File: src/rtl/cmps_repne_sequencer_ex_pkg.sv
// Shared definitions for the CMPS / REPNE CMPS EX-stage sequencer.
package ex_seq_pkg;

  localparam int CNT_W_DEFAULT = 32;

  typedef enum logic [1:0] {
    IDLE   = 2'b00,
    FIRST  = 2'b01,
    SECOND = 2'b10,
    ZTERM  = 2'b11
  } seq_state_e;

endpackage

File: src/rtl/cmps_repne_sequencer_ex_if.sv
// Handshake and datapath bundle between the EX stage and the CMPS sequencer.
interface cmps_repne_sequencer_ex_if
  import ex_seq_pkg::*;
#(
  parameter int CNT_W = CNT_W_DEFAULT
);
  logic             EX_V;
  logic             ex_flush;
  logic             WB_Stall;
  logic             CS_IS_CMPS_EX;
  logic             WB_de_repne_all;
  logic [CNT_W-1:0] EX_C;
  logic [CNT_W-1:0] count_minus_one;
  logic             alu_zf;

  logic             CS_IS_CMPS_FIRST_UOP_ALL;
  logic             CS_IS_CMPS_SECOND_UOP_ALL;
  logic             CS_REPNE_INTERNAL_COUNT_WB;
  logic [CNT_W-1:0] saved_count;
  logic             wb_repne_terminate_all;
  logic             ex_hold;
  logic             seq_busy;

  // The pipeline side drives the controls and observes the selects.
  modport master (
    output EX_V, ex_flush, WB_Stall, CS_IS_CMPS_EX, WB_de_repne_all,
           EX_C, count_minus_one, alu_zf,
    input  CS_IS_CMPS_FIRST_UOP_ALL, CS_IS_CMPS_SECOND_UOP_ALL,
           CS_REPNE_INTERNAL_COUNT_WB, saved_count, wb_repne_terminate_all,
           ex_hold, seq_busy
  );

  modport slave (
    input  EX_V, ex_flush, WB_Stall, CS_IS_CMPS_EX, WB_de_repne_all,
           EX_C, count_minus_one, alu_zf,
    output CS_IS_CMPS_FIRST_UOP_ALL, CS_IS_CMPS_SECOND_UOP_ALL,
           CS_REPNE_INTERNAL_COUNT_WB, saved_count, wb_repne_terminate_all,
           ex_hold, seq_busy
  );
endinterface

File: src/rtl/cmps_repne_sequencer_ex_count_reg.sv
// Live REPNE count register: loads the architectural count or the datapath
// count-1, and flags whether the selected next value is zero.
module count_reg_ex
  import ex_seq_pkg::*;
#(
  parameter int CNT_W = CNT_W_DEFAULT
) (
  input  logic             clk,
  input  logic             rst_n,
  input  logic             en_i,
  input  logic             load_sel_i,
  input  logic [CNT_W-1:0] load_val_i,
  input  logic [CNT_W-1:0] upd_val_i,
  output logic [CNT_W-1:0] count_o,
  output logic             next_zero_o
);

  logic [CNT_W-1:0] count_q;
  logic [CNT_W-1:0] count_d;
  logic [CNT_W-1:0] next_val;

  assign next_val    = load_sel_i ? load_val_i : upd_val_i;
  assign next_zero_o = (next_val == '0);
  assign count_d     = en_i ? next_val : count_q;
  assign count_o     = count_q;

  always_ff @(posedge clk or negedge rst_n) begin
    if (!rst_n) count_q <= '0;
    else        count_q <= count_d;
  end

endmodule

File: src/rtl/cmps_repne_sequencer_ex.sv
// CMPS / REPNE CMPS micro-op sequencer for the EX stage: uop selects,
// live iteration count, loop termination and upstream hold.
module cmps_repne_sequencer_ex
  import ex_seq_pkg::*;
#(
  parameter int CNT_W      = CNT_W_DEFAULT,
  parameter int ITER_LIMIT = 0
) (
  input  logic                       clk,
  input  logic                       rst_n,
  cmps_repne_sequencer_ex_if.slave   bus
);

  seq_state_e       state_q, state_d;
  logic [CNT_W-1:0] iter_q, iter_d;
  logic [CNT_W-1:0] iter_plus_one;

  logic cnt_en;
  logic cnt_load_sel;
  logic cnt_zero;
  logic start;
  logic iter_limit_hit;
  logic term;

  logic first_uop;
  logic second_uop;
  logic internal_cnt;
  logic term_out;
  logic hold;

  count_reg_ex #(.CNT_W(CNT_W)) u_count (
    .clk         (clk),
    .rst_n       (rst_n),
    .en_i        (cnt_en),
    .load_sel_i  (cnt_load_sel),
    .load_val_i  (bus.EX_C),
    .upd_val_i   (bus.count_minus_one),
    .count_o     (bus.saved_count),
    .next_zero_o (cnt_zero)
  );

  assign start          = bus.EX_V & bus.CS_IS_CMPS_EX & ~bus.WB_Stall & ~bus.ex_flush;
  assign iter_plus_one  = iter_q + 1'b1;
  assign iter_limit_hit = (ITER_LIMIT != 0) && (iter_plus_one == CNT_W'(ITER_LIMIT));
  // In IDLE the zero detect looks at EX_C, otherwise at count_minus_one.
  assign cnt_load_sel   = (state_q == IDLE);
  assign term           = ~bus.WB_de_repne_all | bus.alu_zf | cnt_zero | iter_limit_hit;

  always_ff @(posedge clk or negedge rst_n) begin
    if (!rst_n) begin
      state_q <= IDLE;
      iter_q  <= '0;
    end else begin
      state_q <= state_d;
      iter_q  <= iter_d;
    end
  end

  always_comb begin
    state_d      = state_q;
    iter_d       = iter_q;
    cnt_en       = 1'b0;
    first_uop    = 1'b0;
    second_uop   = 1'b0;
    internal_cnt = 1'b0;
    term_out     = 1'b0;
    hold         = 1'b0;

    case (state_q)
      IDLE: begin
        if (start) begin
          cnt_en  = 1'b1;
          iter_d  = '0;
          state_d = (bus.WB_de_repne_all && cnt_zero) ? ZTERM : FIRST;
        end
      end
      FIRST: begin
        first_uop    = 1'b1;
        hold         = 1'b1;
        internal_cnt = (iter_q != '0);
        if (!bus.WB_Stall) state_d = SECOND;
      end
      SECOND: begin
        second_uop   = 1'b1;
        internal_cnt = 1'b1;
        term_out     = term;
        hold         = ~term;
        if (!bus.WB_Stall) begin
          cnt_en  = 1'b1;
          iter_d  = iter_plus_one;
          state_d = term ? IDLE : FIRST;
        end
      end
      ZTERM: begin
        term_out = 1'b1;
        if (!bus.WB_Stall) state_d = IDLE;
      end
      default: state_d = IDLE;
    endcase

    // A flush abandons the sequence without committing a count update.
    if (bus.ex_flush) begin
      state_d  = IDLE;
      cnt_en   = 1'b0;
      iter_d   = iter_q;
      term_out = 1'b0;
    end
  end

  assign bus.CS_IS_CMPS_FIRST_UOP_ALL   = first_uop;
  assign bus.CS_IS_CMPS_SECOND_UOP_ALL  = second_uop;
  assign bus.CS_REPNE_INTERNAL_COUNT_WB = internal_cnt;
  assign bus.wb_repne_terminate_all     = term_out;
  assign bus.ex_hold                    = hold;
  assign bus.seq_busy                   = (state_q != IDLE);

endmodule

File: src/flat_wrapper.sv
// flat-port wrapper written by rule: the top's interface ports become plain ports
module cmps_repne_sequencer_ex_flat import ex_seq_pkg::*;
#(
  parameter int CNT_W      = CNT_W_DEFAULT,
  parameter int ITER_LIMIT = 0
)
  (clk, rst_n, bus_EX_V, bus_ex_flush, bus_WB_Stall, bus_CS_IS_CMPS_EX, bus_WB_de_repne_all, bus_EX_C, bus_count_minus_one, bus_alu_zf, bus_CS_IS_CMPS_FIRST_UOP_ALL, bus_CS_IS_CMPS_SECOND_UOP_ALL, bus_CS_REPNE_INTERNAL_COUNT_WB, bus_saved_count, bus_wb_repne_terminate_all, bus_ex_hold, bus_seq_busy);
  cmps_repne_sequencer_ex_if #(.CNT_W(CNT_W)) bus_i ();
  input  logic clk;
  input  logic rst_n;
  input wire logic [$bits(bus_i.EX_V)-1:0] bus_EX_V;
  input wire logic [$bits(bus_i.ex_flush)-1:0] bus_ex_flush;
  input wire logic [$bits(bus_i.WB_Stall)-1:0] bus_WB_Stall;
  input wire logic [$bits(bus_i.CS_IS_CMPS_EX)-1:0] bus_CS_IS_CMPS_EX;
  input wire logic [$bits(bus_i.WB_de_repne_all)-1:0] bus_WB_de_repne_all;
  input wire logic [$bits(bus_i.EX_C)-1:0] bus_EX_C;
  input wire logic [$bits(bus_i.count_minus_one)-1:0] bus_count_minus_one;
  input wire logic [$bits(bus_i.alu_zf)-1:0] bus_alu_zf;
  output wire logic [$bits(bus_i.CS_IS_CMPS_FIRST_UOP_ALL)-1:0] bus_CS_IS_CMPS_FIRST_UOP_ALL;
  output wire logic [$bits(bus_i.CS_IS_CMPS_SECOND_UOP_ALL)-1:0] bus_CS_IS_CMPS_SECOND_UOP_ALL;
  output wire logic [$bits(bus_i.CS_REPNE_INTERNAL_COUNT_WB)-1:0] bus_CS_REPNE_INTERNAL_COUNT_WB;
  output wire logic [$bits(bus_i.saved_count)-1:0] bus_saved_count;
  output wire logic [$bits(bus_i.wb_repne_terminate_all)-1:0] bus_wb_repne_terminate_all;
  output wire logic [$bits(bus_i.ex_hold)-1:0] bus_ex_hold;
  output wire logic [$bits(bus_i.seq_busy)-1:0] bus_seq_busy;
  assign bus_i.EX_V = bus_EX_V;
  assign bus_i.ex_flush = bus_ex_flush;
  assign bus_i.WB_Stall = bus_WB_Stall;
  assign bus_i.CS_IS_CMPS_EX = bus_CS_IS_CMPS_EX;
  assign bus_i.WB_de_repne_all = bus_WB_de_repne_all;
  assign bus_i.EX_C = bus_EX_C;
  assign bus_i.count_minus_one = bus_count_minus_one;
  assign bus_i.alu_zf = bus_alu_zf;
  assign bus_CS_IS_CMPS_FIRST_UOP_ALL = bus_i.CS_IS_CMPS_FIRST_UOP_ALL;
  assign bus_CS_IS_CMPS_SECOND_UOP_ALL = bus_i.CS_IS_CMPS_SECOND_UOP_ALL;
  assign bus_CS_REPNE_INTERNAL_COUNT_WB = bus_i.CS_REPNE_INTERNAL_COUNT_WB;
  assign bus_saved_count = bus_i.saved_count;
  assign bus_wb_repne_terminate_all = bus_i.wb_repne_terminate_all;
  assign bus_ex_hold = bus_i.ex_hold;
  assign bus_seq_busy = bus_i.seq_busy;
  cmps_repne_sequencer_ex #(.CNT_W(CNT_W), .ITER_LIMIT(ITER_LIMIT)) u_core (.clk(clk), .rst_n(rst_n), .bus(bus_i));
endmodule
File: config.mk
export PLATFORM = sky130hd
export DESIGN_NAME = cmps_repne_sequencer_ex_flat
export DESIGN_NICKNAME = d
export VERILOG_FILES = /design/src/rtl/cmps_repne_sequencer_ex_pkg.sv /design/src/rtl/cmps_repne_sequencer_ex_if.sv /design/src/rtl/cmps_repne_sequencer_ex_count_reg.sv /design/src/rtl/cmps_repne_sequencer_ex.sv /design/src/flat_wrapper.sv
export SDC_FILE = /design/constraint.sdc
export NUM_CORES = 1
export LEC_CHECK = 0
export CAP_MARGIN = 20
export CORE_UTILIZATION = 43
export CTS_CLUSTER_SIZE = 12
export DETAILED_ROUTE_END_ITERATION = 10
export GPL_TIMING_DRIVEN = 0
export PLACE_DENSITY = 0.82
export SETUP_SLACK_MARGIN = 0.3
export SLEW_MARGIN = 20
export SYNTH_ARGS = -nofsm -noshare
export SYNTH_HDL_FRONTEND = slang
export SYNTH_SLANG_ARGS = --single-unit
File: constraint.sdc
create_clock -name clk -period 1.9 [get_ports clk]
set_input_delay 0.38 -clock clk [delete_from_list [all_inputs] [get_ports clk]]
set_output_delay 0.38 -clock clk [all_outputs]
set_load 0.03 [all_outputs]
# Yosys cells after proc, flatten, opt, wreduce, memory -nomap -nowiden
# Index checks and enable logic that the tools add are counted.
# totals
in_bits	72
reg_bits	66
wordCells	52
# classes
mux	22
eq_ne	9
n_bitwise	9
reduce_logical	8
add_sub_neg	1
# ops
op	count
32-bit 2-to-1 mux	3
32-bit one-hot mux with 2 select lines	1
32-bit by 1-bit adder with 32-bit output (second input constant)	1
32-bit zero test	1
32-bit nonzero test	1
2-bit 2-to-1 mux	6
3-bit != test (second input constant)	3
1-bit one-hot mux with 2 select lines	4
2-bit one-hot mux with 4 select lines	1
4-bit AND reduction	2
1-bit 2-to-1 mux	7
2-bit equality test (second input constant)	2
1-bit NOT	4
2-bit nonzero test	2
1-bit bitwise AND	3
3-bit by 2-bit != test with 1-bit output (second input constant)	1
2-bit by 1-bit equality test with 1-bit output (second input constant)	1
2-bit zero test	1
2-bit by 1-bit != test with 1-bit output (second input constant)	1
2-bit != test (second input constant)	1
1-bit OR	2
1-bit logical AND	1

# Longest topological paths before layout
# logic_depth
ltp_word	8
ltp_mapped	9
ltp_nobuf	7

# Hierarchy
# From an unflattened synthesis, not the netlist that was laid out.
# unflattened
cells_unflattened	419
area_unflattened_um2	3888.7
# by_module_without_submodules
module	area_per_inst_um2	seq_area_each_um2	instances	cells_each
cmps_repne_sequencer_ex	2273.4	850.8	1	254
count_reg_ex	1615.3	800.8	1	165

# Worst setup path before layout
# No wires, ideal clock.
# synth_path
kind	reg2out
from	register u_core.state_q[0]
to	output port bus_ex_hold
slack_ns	-0.555
path_stages_with_launch	7
required_ns	1.520
n_path_buf	1
arrival_time_ns	2.075
cell_sequence	dfrtp_1 -> inv_1 -> ha_1 -> clkbuf_1 -> inv_1 -> a2111oi_0 -> o21a_1
# synth_between
elab_chain_cells	6
# synth_rtl
element	line_no	text
start, declared	cmps_repne_sequencer_ex.sv:14	seq_state_e state_q, state_d;
start signal, assigned	cmps_repne_sequencer_ex.sv:54	state_q <= state_d;
2-bit zero test	cmps_repne_sequencer_ex.sv:46	assign cnt_load_sel = (state_q == IDLE);
32-bit 2-to-1 mux	cmps_repne_sequencer_ex_count_reg.sv:22	assign next_val = load_sel_i ? load_val_i : upd_val_i;
32-bit zero test	cmps_repne_sequencer_ex_count_reg.sv:23	assign next_zero_o = (next_val == '0);
1-bit OR	cmps_repne_sequencer_ex.sv:47	assign term = ~bus.WB_de_repne_all | bus.alu_zf | cnt_zero | iter_limit_hit;
1-bit NOT	cmps_repne_sequencer_ex.sv:87	hold = ~term;
1-bit one-hot mux with 2 select lines (*)	cmps_repne_sequencer_ex.sv:69	case (state_q)
end, declared	flat_wrapper.sv:24	output wire logic [$bits(bus_i.ex_hold)-1:0] bus_ex_hold;
# Mark *: on every way between the ends. The rest lies on a longest branch, timed or not.

# Worst setup path after layout
# layout_path
from	input port bus_count_minus_one[23]
to	output port bus_ex_hold
# layout_between
elab_chain_cells	5
# layout_rtl
element	line_no	text
start, declared	flat_wrapper.sv:17	input wire logic [$bits(bus_i.count_minus_one)-1:0] bus_count_minus_one;
32-bit 2-to-1 mux	cmps_repne_sequencer_ex_count_reg.sv:22	
32-bit zero test	cmps_repne_sequencer_ex_count_reg.sv:23	
1-bit OR	cmps_repne_sequencer_ex.sv:47	
1-bit NOT	cmps_repne_sequencer_ex.sv:87	
1-bit one-hot mux with 2 select lines	cmps_repne_sequencer_ex.sv:69	
# Every way passes these cells.

==> metrics <==
outcome finished with violations; failing checks negative setup slack; Setup crit end kind output port; CP Max Fanout 2; wire per inst 25.62 um; GRT Overall Usage 32.81%; initial antenna violation count 0; Int Pwr 4.748 mW; count of warnings emitted by yosys 0; Layout fillers 385; root buf cell clkbuf_8; TritonCTS Buffers 9; final setup fails 70; Hold Violations, Final 0; Net Switching 4.058 mW; pwr/cell area 1331 nW/um^2; Setup Slack @ Placement -1.271 ns; GPL Wtd Cong 0.8459; footprint of the multi-input gates 2656 um^2; GR met3 Demand/Resource 7.686%; Vias 4461; maximum VDD drop 532.8 uV; clk slew on worst S/H paths 0.09 ns; top-area cell type share of the netlist area 45.38%; sw frac 46.08%; largest net degree at the start of global routing 47; Worst-Skew Late Latency 0.37 ns; WHS 0.4398 ns; cell count after synthesis 394; Die Height 94 um; vias in the first global route 4180; die width 94 um; drt first pass iters 6; P_leak 2.986 nW; I/O pin cnt 110; CTS tree built; Die ar. 8836 um^2; num rows 33; Comb pwr share 59.6%; unrepaired setup endpoints after global routing yes; maximum operating frequency 393.0 MHz; mapped cell area 3640 um^2; MaxCap Viol Count 0; sequential area share after synthesis 45.38%; area grow syn2layout 81.78%; fin crit period 2.544 ns; Clock power frac 14.5%; Max-slew headroom 58.98%; GRT busiest layer met2; critical path class primary input to output port; Yosys reg bits 66; hpwl dp 7972 um; type of the worst min-delay path primary input to async pin; synth top area cells dfrtp_1, mux2i_1, nor2_1; Synth Net Count 473; H-tree depth 3; total gr overflow 0; met1 Usage GRT 36.15%; Clock Tree Buf Depth 2; DRT antenna net count 0; Slew @ Worst Pin 0.6096 ns; Final Power 8.806 mW; Critical Path RT 1.52 ns; synth unique cells 39; met2 Use GR 57.24%; drt drc 0; area leader, netlist dfrtp_1; share of cells above drive strength 1 40.35%; global-route wire length before repair 21620 um; Final Cycle Share 133.9%; iteration-0 DRC count of the detailed router 434; Final #Nets 649; Avg Vias per Cell 6.551; area occupied by registers 1653 um^2; total routed wirelength 17450 um; Setup Skew 0.01983 ns; setup ws final -0.6443 ns; worst reg2reg path depth 15; Initial Util 44.30%; Final Max Slew Viols 0; core area 8217 um^2; sequential power share 25.8%; CP Data Arrival Time 2.16 ns; CTS Sinks 66; port bufs 109; CP startpoint kind primary input; Syn Area/Cell 9.238 um^2
-- Yosys cell counts, drive strengths merged --
cell     instances
ha               7
nand2           21
o211a            1
nand4b           1
xnor2            5
o2111ai          1
clkbuf          15
and3             5
nor2b            1
xor2            10
nor4            29
o22ai            2
and4             1
nand4           24
nand3           11
o31ai            1
dfrtp           66
nand2b           4
a211oi           1
o21ai           16
mux2i           35
nor3             4
o31a             2
nor4b            1
a21oi           40
buf              5
nor2            55
inv             14
or4              1
a2111oi          1
o221a            1
or3              9
o211ai           1
o2111a           1
o21a             2
-- cell usage in the layout (no fill, tap or decap), types with 8 or more instances in the layout --
| cell | n |
|---|---|
| a21oi_2 | 30 |
| clkdlybuf4s50_1 | 8 |
| buf_6 | 33 |
| dlygate4sd2_1 | 63 |
| clkbuf_8 | 11 |
| inv_1 | 9 |
| nor2_1 | 22 |
| buf_4 | 28 |
| mux2i_1 | 34 |
| nor4_2 | 16 |
| nor2_4 | 30 |
| nand2_1 | 16 |
| clkdlybuf4s15_1 | 23 |
| dfrtp_1 | 65 |
| nand4_1 | 23 |
| nor4_1 | 9 |
| xor2_1 | 10 |
-- area by class of cell --
type                       count  area share, %
inverter                      14         0.9834
timing repair buffer         165          24.04
buffer                        20          4.784
multi-input combinational    294          40.15
clock inverter                 7          1.172
sequential                    66          24.98
clock buffer                   9          1.872
tap                          105          1.986
antenna                        1        0.03782
-- routing by layer --
layer,routed length [um],vias up
met5,0,-
met1,6257,2191
met2,8262,347
met3,1680,120
met4,1249,0
li1,-,1803
-- sequential cells by signal, summed over array words and instances (netlist names) --
register,cells
u_core.state_q,2
u_core.iter_q,32
u_core.u_count.count_o,32
-- cell families after synthesis --
family / Yosys count / share of synthesized area, %
buf+inv: 34 / 3.540
flops: 66 / 45.38
fa+ha+maj: 7 / 2.406
xor+xnor: 15 / 3.609
mux: 35 / 9.625
simple gates: 167 / 24.51
compound gates: 70 / 10.93
-- worst paths after layout --
kind	start	endpoint	slack [ns]
max	bus_count_minus_one[23]	bus_ex_hold	-0.64
max reg2reg	u_core.state_q[1]	u_core.iter_q[22]	-0.60
min in group clk	bus_EX_C[18]	u_core.u_count.count_o[18]	0.45
max in group asynchronous	rst_n	u_core.state_q[1]	0.92
min	rst_n	u_core.u_count.count_o[1]	0.44
min reg2reg	u_core.iter_q[0]	u_core.iter_q[0]	0.55
-- timing repair --
item | CTS | global route
pin swaps | 57 | 44
hold endpoints to repair | 20 | 0
hold buffers | 1 | 0
resized for setup | 277 | 125
setup endpoints to repair | 104 | 83
buffers inserted | 29 | 21
gates cloned | 4 | 0
-- critical path: stages --
cell and delay (ns):
dlygate4sd2_1 0.27, nor4_2 0.38, nand4_1 0.22, nor3_4 0.34
buf_6 0.16, a2111oi_4 0.04, o21a_2 0.23, buf_6 0.13
-- power by group through the flow --
stage	Combinational, mW	Clock, mW	Sequential [mW]
after floorplan	1.57	0	2.69
after global placement	3.51	0	2.04
after detailed placement	3.60	0	2.06
after CTS	4.39	1.23	2.13
after global routing	5.41	1.33	2.31
final	5.25	1.28	2.28
-- metrics by stage --
stage               area, um^2  TNS (ns)  cells  utilization (%)
floorplan                 3837   -0.2215    394                -
global placement          5060   -129.38    608            61.58
detailed placement        5085    -22.50    609            61.89
CTS                       6093    -6.836    659            74.16
global route              6614    -22.49    680            80.49
finish                    6616    -21.33    681            80.52
No activity file was read; power rests on OpenSTA's default activity.
